**config.mk**
```make
export PLATFORM = sky130hd
export DESIGN_NAME = mp_add_seq
export DESIGN_NICKNAME = d
export VERILOG_FILES = /design/src/rtl/mp_add_seq.sv
export SDC_FILE = /design/constraint.sdc
export NUM_CORES = 1
export LEC_CHECK = 0
export BUFFER_PORTS_ARGS = -buffer_cell sky130_fd_sc_hd__buf_2
export CAP_MARGIN = 10
export CORE_MARGIN = 1.5
export CORE_UTILIZATION = 40
export CTS_CLUSTER_DIAMETER = 60
export CTS_CLUSTER_SIZE = 20
export DETAILED_ROUTE_END_ITERATION = 12
export GPL_TIMING_DRIVEN = 0
export PLACE_DENSITY = 0.71
export SLEW_MARGIN = 5
export SYNTH_ARGS = -nofsm -noshare
export SYNTH_HDL_FRONTEND = slang
export SYNTH_HIERARCHICAL = 1
export SYNTH_SLANG_ARGS = --single-unit
```
**constraint.sdc**
```tcl
create_clock -name clk -period 4.6 [get_ports clk]
set_clock_uncertainty 0.1 [all_clocks]
set_input_delay 0.23 -clock clk [delete_from_list [all_inputs] [get_ports clk]]
set_output_delay 0.23 -clock clk [all_outputs]
set_load 0.05 [all_outputs]
```
**src/rtl/mp_add_seq.sv**
```systemverilog
// -----------------------------------------------------------------------------
// mp_add_seq -- multi-precision add/subtract sequencer.
//
// Takes two WORDS x 16-bit operands on a valid/ready handshake and pushes them
// through a single 16-bit carry-lookahead adder (cla16), least significant
// slice first. Each slice's registered carry-out feeds the next slice's
// carry-in. The full-width result comes back on a second valid/ready
// handshake. Subtract is A + ~B + 1: B is inverted when the operands are
// captured, and the carry register is seeded with 1.
//
// Parameters:
//   WORDS      number of 16-bit slices per operand (2..16)
//
// Ports:
//   clk        clock, rising edge
//   rst_n      synchronous active-low reset
//   in_valid   operand request valid
//   in_ready   operands accepted (high only in IDLE)
//   op_a/op_b  operands, 16*WORDS bits
//   sub        0 = A+B, 1 = A-B
//   out_valid  result valid (DONE state)
//   out_ready  consumer takes the result
//   sum        registered result, modulo 2^(16*WORDS)
//   carry_out  carry out of the top slice (subtract: 1 = no borrow)
//   overflow   signed overflow of the top slice (only with MP_ADD_SEQ_OVF_EN)
//
// Optional feature macro: MP_ADD_SEQ_OVF_EN adds the overflow output.
// -----------------------------------------------------------------------------

// 16-bit carry-lookahead adder: four 4-bit groups with full lookahead both
// inside each group and across the groups.
module cla16 (
    input  logic [15:0] a,
    input  logic [15:0] b,
    input  logic        ci,
    output logic [15:0] s,
    output logic        co,
    output logic        gg,
    output logic        pg
);
    logic [15:0] g, p, c;
    logic [3:0]  grp_g, grp_p;
    logic [4:0]  gc;

    assign g = a & b;
    assign p = a ^ b;

    for (genvar k = 0; k < 4; k++) begin : g_grp
        assign grp_g[k] = g[4*k+3]
                        | (p[4*k+3] & g[4*k+2])
                        | (p[4*k+3] & p[4*k+2] & g[4*k+1])
                        | (p[4*k+3] & p[4*k+2] & p[4*k+1] & g[4*k]);
        assign grp_p[k] = &p[4*k +: 4];
    end

    // Group carries expanded from ci so no carry depends on another carry bit.
    assign gc[0] = ci;
    assign gc[1] = grp_g[0] | (grp_p[0] & ci);
    assign gc[2] = grp_g[1] | (grp_p[1] & grp_g[0]) | (grp_p[1] & grp_p[0] & ci);
    assign gc[3] = grp_g[2] | (grp_p[2] & grp_g[1]) | (grp_p[2] & grp_p[1] & grp_g[0])
                 | (grp_p[2] & grp_p[1] & grp_p[0] & ci);
    assign gc[4] = grp_g[3] | (grp_p[3] & grp_g[2]) | (grp_p[3] & grp_p[2] & grp_g[1])
                 | (grp_p[3] & grp_p[2] & grp_p[1] & grp_g[0])
                 | (grp_p[3] & grp_p[2] & grp_p[1] & grp_p[0] & ci);

    for (genvar k = 0; k < 4; k++) begin : g_bit
        assign c[4*k]   = gc[k];
        assign c[4*k+1] = g[4*k] | (p[4*k] & gc[k]);
        assign c[4*k+2] = g[4*k+1] | (p[4*k+1] & g[4*k]) | (p[4*k+1] & p[4*k] & gc[k]);
        assign c[4*k+3] = g[4*k+2] | (p[4*k+2] & g[4*k+1]) | (p[4*k+2] & p[4*k+1] & g[4*k])
                        | (p[4*k+2] & p[4*k+1] & p[4*k] & gc[k]);
    end

    assign s  = p ^ c;
    assign co = gc[4];
    assign gg = grp_g[3] | (grp_p[3] & grp_g[2]) | (grp_p[3] & grp_p[2] & grp_g[1])
              | (grp_p[3] & grp_p[2] & grp_p[1] & grp_g[0]);
    assign pg = &grp_p;
endmodule

module mp_add_seq #(
    parameter int WORDS = 4
) (
    input  logic                clk,
    input  logic                rst_n,
    input  logic                in_valid,
    output logic                in_ready,
    input  logic [16*WORDS-1:0] op_a,
    input  logic [16*WORDS-1:0] op_b,
    input  logic                sub,
    output logic                out_valid,
    input  logic                out_ready,
    output logic [16*WORDS-1:0] sum,
    output logic                carry_out
`ifdef MP_ADD_SEQ_OVF_EN
    ,
    output logic                overflow
`endif
);
    localparam int W    = 16 * WORDS;
    localparam int IDXW = $clog2(WORDS);
    localparam logic [IDXW-1:0] LAST = IDXW'(WORDS - 1);

    typedef enum logic [1:0] {IDLE, RUN, DONE} state_t;

    state_t          state_q, state_d;
    logic [IDXW-1:0] idx_q, idx_d;
    logic            carry_q, carry_d;
    logic [W-1:0]    a_q, a_d;
    logic [W-1:0]    b_q, b_d;     // holds ~op_b for subtract
    logic            sub_q, sub_d;
    logic [W-1:0]    sum_q, sum_d;
    logic            cout_q, cout_d;
`ifdef MP_ADD_SEQ_OVF_EN
    logic            ovf_q, ovf_d;
`endif

    logic [15:0] slice_a, slice_b, slice_s;
    logic        slice_co, slice_gg, slice_pg;

    assign slice_a = a_q[16*idx_q +: 16];
    assign slice_b = b_q[16*idx_q +: 16];

    cla16 u_cla (
        .a  (slice_a),
        .b  (slice_b),
        .ci (carry_q),
        .s  (slice_s),
        .co (slice_co),
        .gg (slice_gg),
        .pg (slice_pg)
    );

    // Group outputs and the latched op flag are not needed by the datapath.
    logic unused_sig;
    assign unused_sig = slice_gg ^ slice_pg ^ sub_q;

    always_comb begin
        state_d   = state_q;
        idx_d     = idx_q;
        carry_d   = carry_q;
        a_d       = a_q;
        b_d       = b_q;
        sub_d     = sub_q;
        sum_d     = sum_q;
        cout_d    = cout_q;
`ifdef MP_ADD_SEQ_OVF_EN
        ovf_d     = ovf_q;
`endif
        in_ready  = 1'b0;
        out_valid = 1'b0;
        case (state_q)
            IDLE: begin
                in_ready = 1'b1;
                if (in_valid) begin
                    a_d     = op_a;
                    b_d     = sub ? ~op_b : op_b;
                    sub_d   = sub;
                    carry_d = sub;    // the +1 of A + ~B + 1
                    idx_d   = '0;
                    state_d = RUN;
                end
            end
            RUN: begin
                sum_d[16*idx_q +: 16] = slice_s;
                carry_d = slice_co;
                idx_d   = idx_q + 1'b1;
                if (idx_q == LAST) begin
                    cout_d  = slice_co;
`ifdef MP_ADD_SEQ_OVF_EN
                    ovf_d   = (a_q[W-1] == b_q[W-1]) && (slice_s[15] != a_q[W-1]);
`endif
                    idx_d   = '0;
                    state_d = DONE;
                end
            end
            DONE: begin
                out_valid = 1'b1;
                if (out_ready) state_d = IDLE;
            end
            default: state_d = IDLE;
        endcase
    end

    always_ff @(posedge clk) begin
        if (!rst_n) begin
            state_q <= IDLE;
            idx_q   <= '0;
            carry_q <= 1'b0;
            a_q     <= '0;
            b_q     <= '0;
            sub_q   <= 1'b0;
            sum_q   <= '0;
            cout_q  <= 1'b0;
`ifdef MP_ADD_SEQ_OVF_EN
            ovf_q   <= 1'b0;
`endif
        end else begin
            state_q <= state_d;
            idx_q   <= idx_d;
            carry_q <= carry_d;
            a_q     <= a_d;
            b_q     <= b_d;
            sub_q   <= sub_d;
            sum_q   <= sum_d;
            cout_q  <= cout_d;
`ifdef MP_ADD_SEQ_OVF_EN
            ovf_q   <= ovf_d;
`endif
        end
    end

    assign sum       = sum_q;
    assign carry_out = cout_q;
`ifdef MP_ADD_SEQ_OVF_EN
    assign overflow  = ovf_q;
`endif
endmodule
```
After elaboration in Yosys (flattened, before gate mapping)
Cells that the tools add are included.

cells by class
  add/sub/neg operators = 2
  equality and inequality tests = 6
  shift operators = 4
  multiplexer cells = 13
  bitwise logic cells = 122
  reduce and logical (&&, ||, !) cells = 10

operators by type and width
  kind                                                     number
  variable part select 64 x 7 -> 16 bit                    2
  AND 1 bit                                                72
  bitwise mux 64 bit                                       1
  two-way mux 64 bit                                       1
  NOT 64 bit                                               1
  variable shift 16 x 34 -> 64 bit (first input constant)  1
  variable part select 16 x 34 -> 64 bit                   1
  bitwise OR 1 bit                                         46
  negator 6 -> 34 bit                                      1
  XOR 16 bit                                               2
  AND 16 bit                                               1
  AND reduction 4 bit                                      4
  two-way mux 2 bit                                        5
  != test 2 bit (second input constant)                    3
  one-hot mux 2 bit (3 select lines)                       1
  AND reduction 2 bit                                      3
  == test 2 bit (second input constant)                    2
  one-hot mux 2 bit (2 select lines)                       1
  two-way mux 1 bit                                        3
  AND reduction 3 bit                                      1
  adder 2 x 1 -> 2 bit (second input constant)             1
  == test 2 x 1 -> 1 bit (second input constant)           1
  logical NOT 2 bit                                        1
  one-hot mux 1 bit (2 select lines)                       1
  nonzero test 2 bit                                       1

storage, ports and cells
  flip-flop bits (word level) = 198
  output and inout bits = 67
  logic and storage cells = 164

Logic depth before layout (Yosys ltp)
  depth after elaboration = 15
  gate-level depth with buffers = 12

Hierarchy
Netlist, hierarchy kept.

by module, submodules not included
  module      times used  cells each  area each (um2)  seq. area each (um2)
  mp_add_seq  1           843         8535.7           3963.8
  cla16       1           107         840.8            0.0

Worst setup path after synthesis
Ideal clock, no wire load.

  path type = flip-flop to flip-flop
  start = reg idx_q[0]
  end = reg sum_q[28], in the netlist sum[28]
  setup time = 0.076 ns
  arrival time = 3.135 ns
  data required time = 4.424 ns
  path slack = 1.289 ns
  stages on the path, launching flop included = 12
  buffers on the path = 2
  path through = dfxtp_1 -> buf_2 -> buf_4 -> mux4_2 -> ha_1 -> a21oi_1 -> o211ai_4 -> a221oi_2 -> fa_1 -> inv_1 -> nand2_1 -> o22ai_1

between the ends
  elaborated cells between the ends (all ways) = 111
  those cells by class = add/sub: 1; shift: 4; mux: 1; bitwise: 102; reduce/logical: 3

RTL lines
  element                                     line  RTL
  start: declaration                          107   logic [IDXW-1:0] idx_q, idx_d;
  start signal: assignment                    200   idx_q <= idx_d;
  variable part select 64 x 7 -> 16 bit (*)   122   assign slice_b = b_q[16*idx_q +: 16];
  named net slice_b[0]                        118   logic [15:0] slice_a, slice_b, slice_s;
  AND 16 bit                                  45    assign g = a & b;
  AND 1 bit                                   52    | (p[4*k+3] & p[4*k+2] & p[4*k+1] & g[4*k]);
  bitwise OR 1 bit                            52
  AND 1 bit                                   60    assign gc[3] = grp_g[2] | (grp_p[2] & grp_g[1]) | (grp_p[2] & grp_p[1] & grp_g[0])
  bitwise OR 1 bit                            60
  bitwise OR 1 bit (*)                        61    | (grp_p[2] & grp_p[1] & grp_p[0] & ci);
  XOR 16 bit (*)                              74    assign s = p ^ c;
  named net slice_s[12]                       118
  variable part select 16 x 34 -> 64 bit (*)  165   sum_d[16*idx_q +: 16] = slice_s;
  bitwise mux 64 bit (*)                      165
  end signal: assignment                      205   sum_q <= sum_d;
  end: declaration                            112   logic [W-1:0] sum_q, sum_d;

The timed path passes the listed nets; every way through them passes the cells marked *.
A chain may end at the register's enable or synchronous reset.

Worst setup path in the final report
  start = reg idx_q[1]
  end = reg sum_q[29], in the netlist sum[29]

between the ends
  elaborated cells between the ends (all ways) = 111
  those cells by class = add/sub: 1; shift: 4; mux: 1; bitwise: 102; reduce/logical: 3

RTL lines
  element                                           line    RTL
  variable part select 64 x 7 -> 16 bit (*)         121     assign slice_a = a_q[16*idx_q +: 16];
  named net slice_a[8]                              118
  XOR 16 bit or AND 16 bit (tied branches)          46, 45
  AND reduction 4 bit or AND 1 bit (tied branches)  53, 52
  AND 1 bit (tied with other cells)                 60
  bitwise OR 1 bit (tied with other cells)          60
  bitwise OR 1 bit or AND 1 bit (tied branches)     60, 61
  bitwise OR 1 bit (*)                              61
  AND 1 bit (*)                                     68      assign c[4*k+1] = g[4*k] | (p[4*k] & gc[k]);
  bitwise OR 1 bit (*)                              68
  XOR 16 bit (*)                                    74
  named net slice_s[13]                             118
  variable part select 16 x 34 -> 64 bit (*)        165
  bitwise mux 64 bit (*)                            165

Marks and branches as above.

==> run metrics <==
total power per unit cell area=343.0 mW/mm^2; data required time at the worst endpoint=4.86 ns; floorplan die width=156.1 um; Filler Cells Inserted=2,107; Largest stage delay, worst path=0.64 ns; switching pwr=1.230 mW; pin slew with the least headroom to its limit=0.8012 ns; buffer levels on the longest clock path=2; buffers and inverters on the worst path=2; Core Util, Final=52.46%; Inserted Diodes=0; share of the clock period used by the worst path after layout=89.91%; Synth cell types=58; crit path capture type=register; placeable core region=0.02285 mm^2; met1 track demand over resource in global routing=30.30%; WHS=0.03769 ns; cell-internal power=2.881 mW; top-level I/O count=200; number of nets in the layout=1,389; switching share of total power=29.93%; global-route congestion overflow total=0; Most Crowded Layer GR=met2; cell-by-cell trace of the critical path=buf_2, clkbuf_1, mux4_2, ha_1, nand4_1, nor2_1, a221oi_2, fa_1, xnor2_1, nand2_1, o22ai_1; number of DRC violations after detailed routing=0; instance count after placement with tap cells included=1,461; count of vias placed by the detailed router=8,292; maximum fanout along the worst path=10; Async SR Flop Fraction=0%; detailed router's first-iteration violation count=597; row count=55; Critical Setup Path Class=register to register; final hold vios=0; R2R Path End=sum[29]; post-layout minimum cycle time=4.136 ns; Slowest cell on crit path=clkbuf_1; DIE HEIGHT=156.1 um; max-slew violation count=0; portion of total power attributed to the clock network=36.4%; post-layout instance area=0.01199 mm^2; Initial Utilization=41.04%; Hold/Removal Path Class=input pin to register; fraction of synthesized cell area taken by the top area cell type=42.27%; count of buffers added by post-CTS timing repair for setup=0; Overall Global Routing Usage=23.48%; least setup slack across all paths after layout=0.4641 ns; cell count of the worst reg-to-reg path=11; Finished Layout Cells=1,557; part of the power in registers=45.2%; share of power burned in combinational logic=18.4%; Sum Neg Setup Slack=0 ns; worst-case setup slack after placement=0.5798 ns; Yosys warning total=6; Final GP Congestion=0.8448; buffers added on ports=198; number of cells upsized or downsized after cts=0; clock slew at reported path FFs=0.08 ns; worst setup path end=sum[29]; CTS tree=built; level count of the clock H-tree=4; Wirelength per Cell=18.31 um; Root Driver=clkbuf_16; fraction of met3 tracks used by global routing=4.250%; Static Leakage=5.570 nW; placed cell areas=0.01076 mm^2; drt first pass iters=5; synthesis-to-layout area growth=27.84%; Detailed Place HPWL=21,230 um; net count of the mapped netlist=1,108; global-route wire length before repair=43,630 um; data arrival time of the critical path=4.40 ns; largest net degree at the start of global routing=21; Slew HR=46.59%; number of synthesized flops with an enable pin=0; Syn Inst Count=950; count of hold buffers inserted by post-cts repair=64; CP startpoint=idx_q[1]; total of flip-flops plus latches after synthesis=198; post-synthesis cell area=0.009376 mm^2; stages on the worst setup path=11; sequential-to-total area share from yosys stat=42.27%; Total Power Consumption=4.111 mW; clock insertion delay at the later pin of the skew report=0.44 ns; largest vdd supply drop=0.2370 mV; antenna violations before repair=0; cell types occupying the most area after synthesis=dfxtp_1, nand2_1, mux4_2; mean instance size in the synthesized netlist=9.870 um^2; depth of the worst hold-timing path=4; unrepaired setup endpoints after global routing=no; GRT met2 Usage=38.29%; average via count per standard cell=5.326; count of max-cap constraint violations=0; DRT antenna net count=0; detailed-route wire length=28,510 um; Setup Viol. Count Final=0; die area=0.02437 mm^2; cell taking the most area after synthesis=dfxtp_1; status=finished, final reports clean; number of global-route vias before repair=8,085; r2r startpoint=idx_q[1]; layout cell share with drive strength beyond 1=26.61%; Inserted Clock Buffers=17; Critical Path Start Type=register; cell class contributing the biggest share of worst-path delay=buffers and inverters; top flip-flop cell by instance count after synthesis=dfxtp_1; Peak Freq=0.2418 GHz; number of clock sinks seen by CTS=198; r2r setup slk=0.46 ns
==> metal layers <==
metal / routed length [um] / share of wire (%) / vias to the layer above
met5: 0 / 0 / -
met4: 1045 / 3.7 / 0
met3: 1471 / 5.2 / 65
met2: 13310 / 47 / 328
met1: 12690 / 45 / 3990
li1: - / - / 3909
==> worst min-delay path by stage <==
stage / startpoint / slack, ns / endpoint
5_1_grt: op_b[61] / 0.04 / b_q[61]
3_5_place_dp: a_q[49] / 0.35 / a_q[49]
4_1_cts: op_b[43] / 0.03 / b_q[43]
6_report: op_b[46] / 0.04 / b_q[46]
2_1_floorplan: op_a[10] / 0.26 / a_q[10]
3_3_place_gp: a_q[46] / 0.34 / a_q[46]
==> cells by family after synthesis <==
| kind of cell | Yosys count | synth area share, % |
|---|---|---|
| xor+xnor | 74 | 6.912 |
| buf+inv | 90 | 5.057 |
| simple gates | 294 | 13.64 |
| mux | 34 | 7.900 |
| fa+ha+maj | 25 | 3.656 |
| compound gates | 235 | 20.56 |
| flops | 198 | 42.27 |
==> cell type report <==
type	count	area, um^2	share of cell area [%]
Clock buffer	18	439.2	3.664
Multi-Input combinational cell	662	4938	41.20
Buffer	75	417.9	3.486
Inverter	15	56.30	0.4697
Tap cell	313	391.6	3.267
Timing Repair Buffer	262	1632	13.61
Sequential cell	198	3964	33.07
Clock inverter	14	147.6	1.232
==> Yosys cell counts (2+ instances only) <==
| master | count |
|---|---|
| a21boi_0 | 44 |
| a21boi_1 | 20 |
| a21boi_2 | 2 |
| a21o_1 | 4 |
| a21oi_1 | 11 |
| a21oi_2 | 3 |
| a22o_1 | 32 |
| a22oi_1 | 3 |
| and3b_1 | 2 |
| buf_1 | 4 |
| buf_2 | 34 |
| buf_4 | 13 |
| buf_6 | 6 |
| clkbuf_1 | 18 |
| dfxtp_1 | 198 |
| fa_1 | 4 |
| ha_1 | 21 |
| inv_1 | 15 |
| mux2i_1 | 2 |
| mux4_2 | 32 |
| nand2_1 | 249 |
| nand3_1 | 2 |
| nand4_1 | 4 |
| nand4bb_1 | 2 |
| nor2_1 | 8 |
| nor2b_1 | 9 |
| nor3_1 | 3 |
| nor3b_1 | 3 |
| o211a_1 | 65 |
| o211ai_1 | 2 |
| o21ai_0 | 4 |
| o21ai_1 | 2 |
| o22ai_1 | 32 |
| xnor2_1 | 70 |
| xor2_1 | 4 |
==> power by group through the flow <==
| stage | registers [mW] | clock network (mW) | logic (mW) |
|---|---|---|---|
| global route | 1.87 | 1.58 | 0.815 |
| CTS | 1.86 | 1.51 | 0.749 |
| finish | 1.86 | 1.50 | 0.757 |
| floorplan | 1.90 | 0 | 0.453 |
| global placement | 1.89 | 0 | 0.694 |
| detailed placement | 1.90 | 0 | 0.704 |
==> worst reg2reg max path, cell delays in order (launching register included) <==
cell,delay (ns)
dfxtp_1,0.38
buf_2,0.27
clkbuf_1,0.65
mux4_2,0.51
ha_1,0.42
nand4_1,0.15
nor2_1,0.27
a221oi_2,0.11
fa_1,0.39
xnor2_1,0.43
nand2_1,0.20
o22ai_1,0.19
==> sequential cells by signal, summed over array words and instances, names as in the netlist <==
name,count
sum,64
b_q,64
state_q,2
carry_q,1
idx_q,2
carry_out,1
a_q,64
==> placed cells by master (no fill, tap or decap), types with 5 or more instances in the layout <==
cell / count
nor2b_1: 9
buf_4: 13
inv_8: 5
inv_1: 15
clkbuf_16: 17
o211a_1: 65
o22ai_1: 32
xnor2_1: 70
ha_1: 21
buf_6: 6
a21boi_1: 20
dlygate4sd3_1: 64
a21oi_1: 11
nor2_1: 8
nand2_1: 249
mux4_2: 32
buf_2: 232
a21boi_0: 44
clkbuf_1: 18
a22o_1: 32
dfxtp_1: 198
No activity file was read; power rests on OpenSTA's default activity.
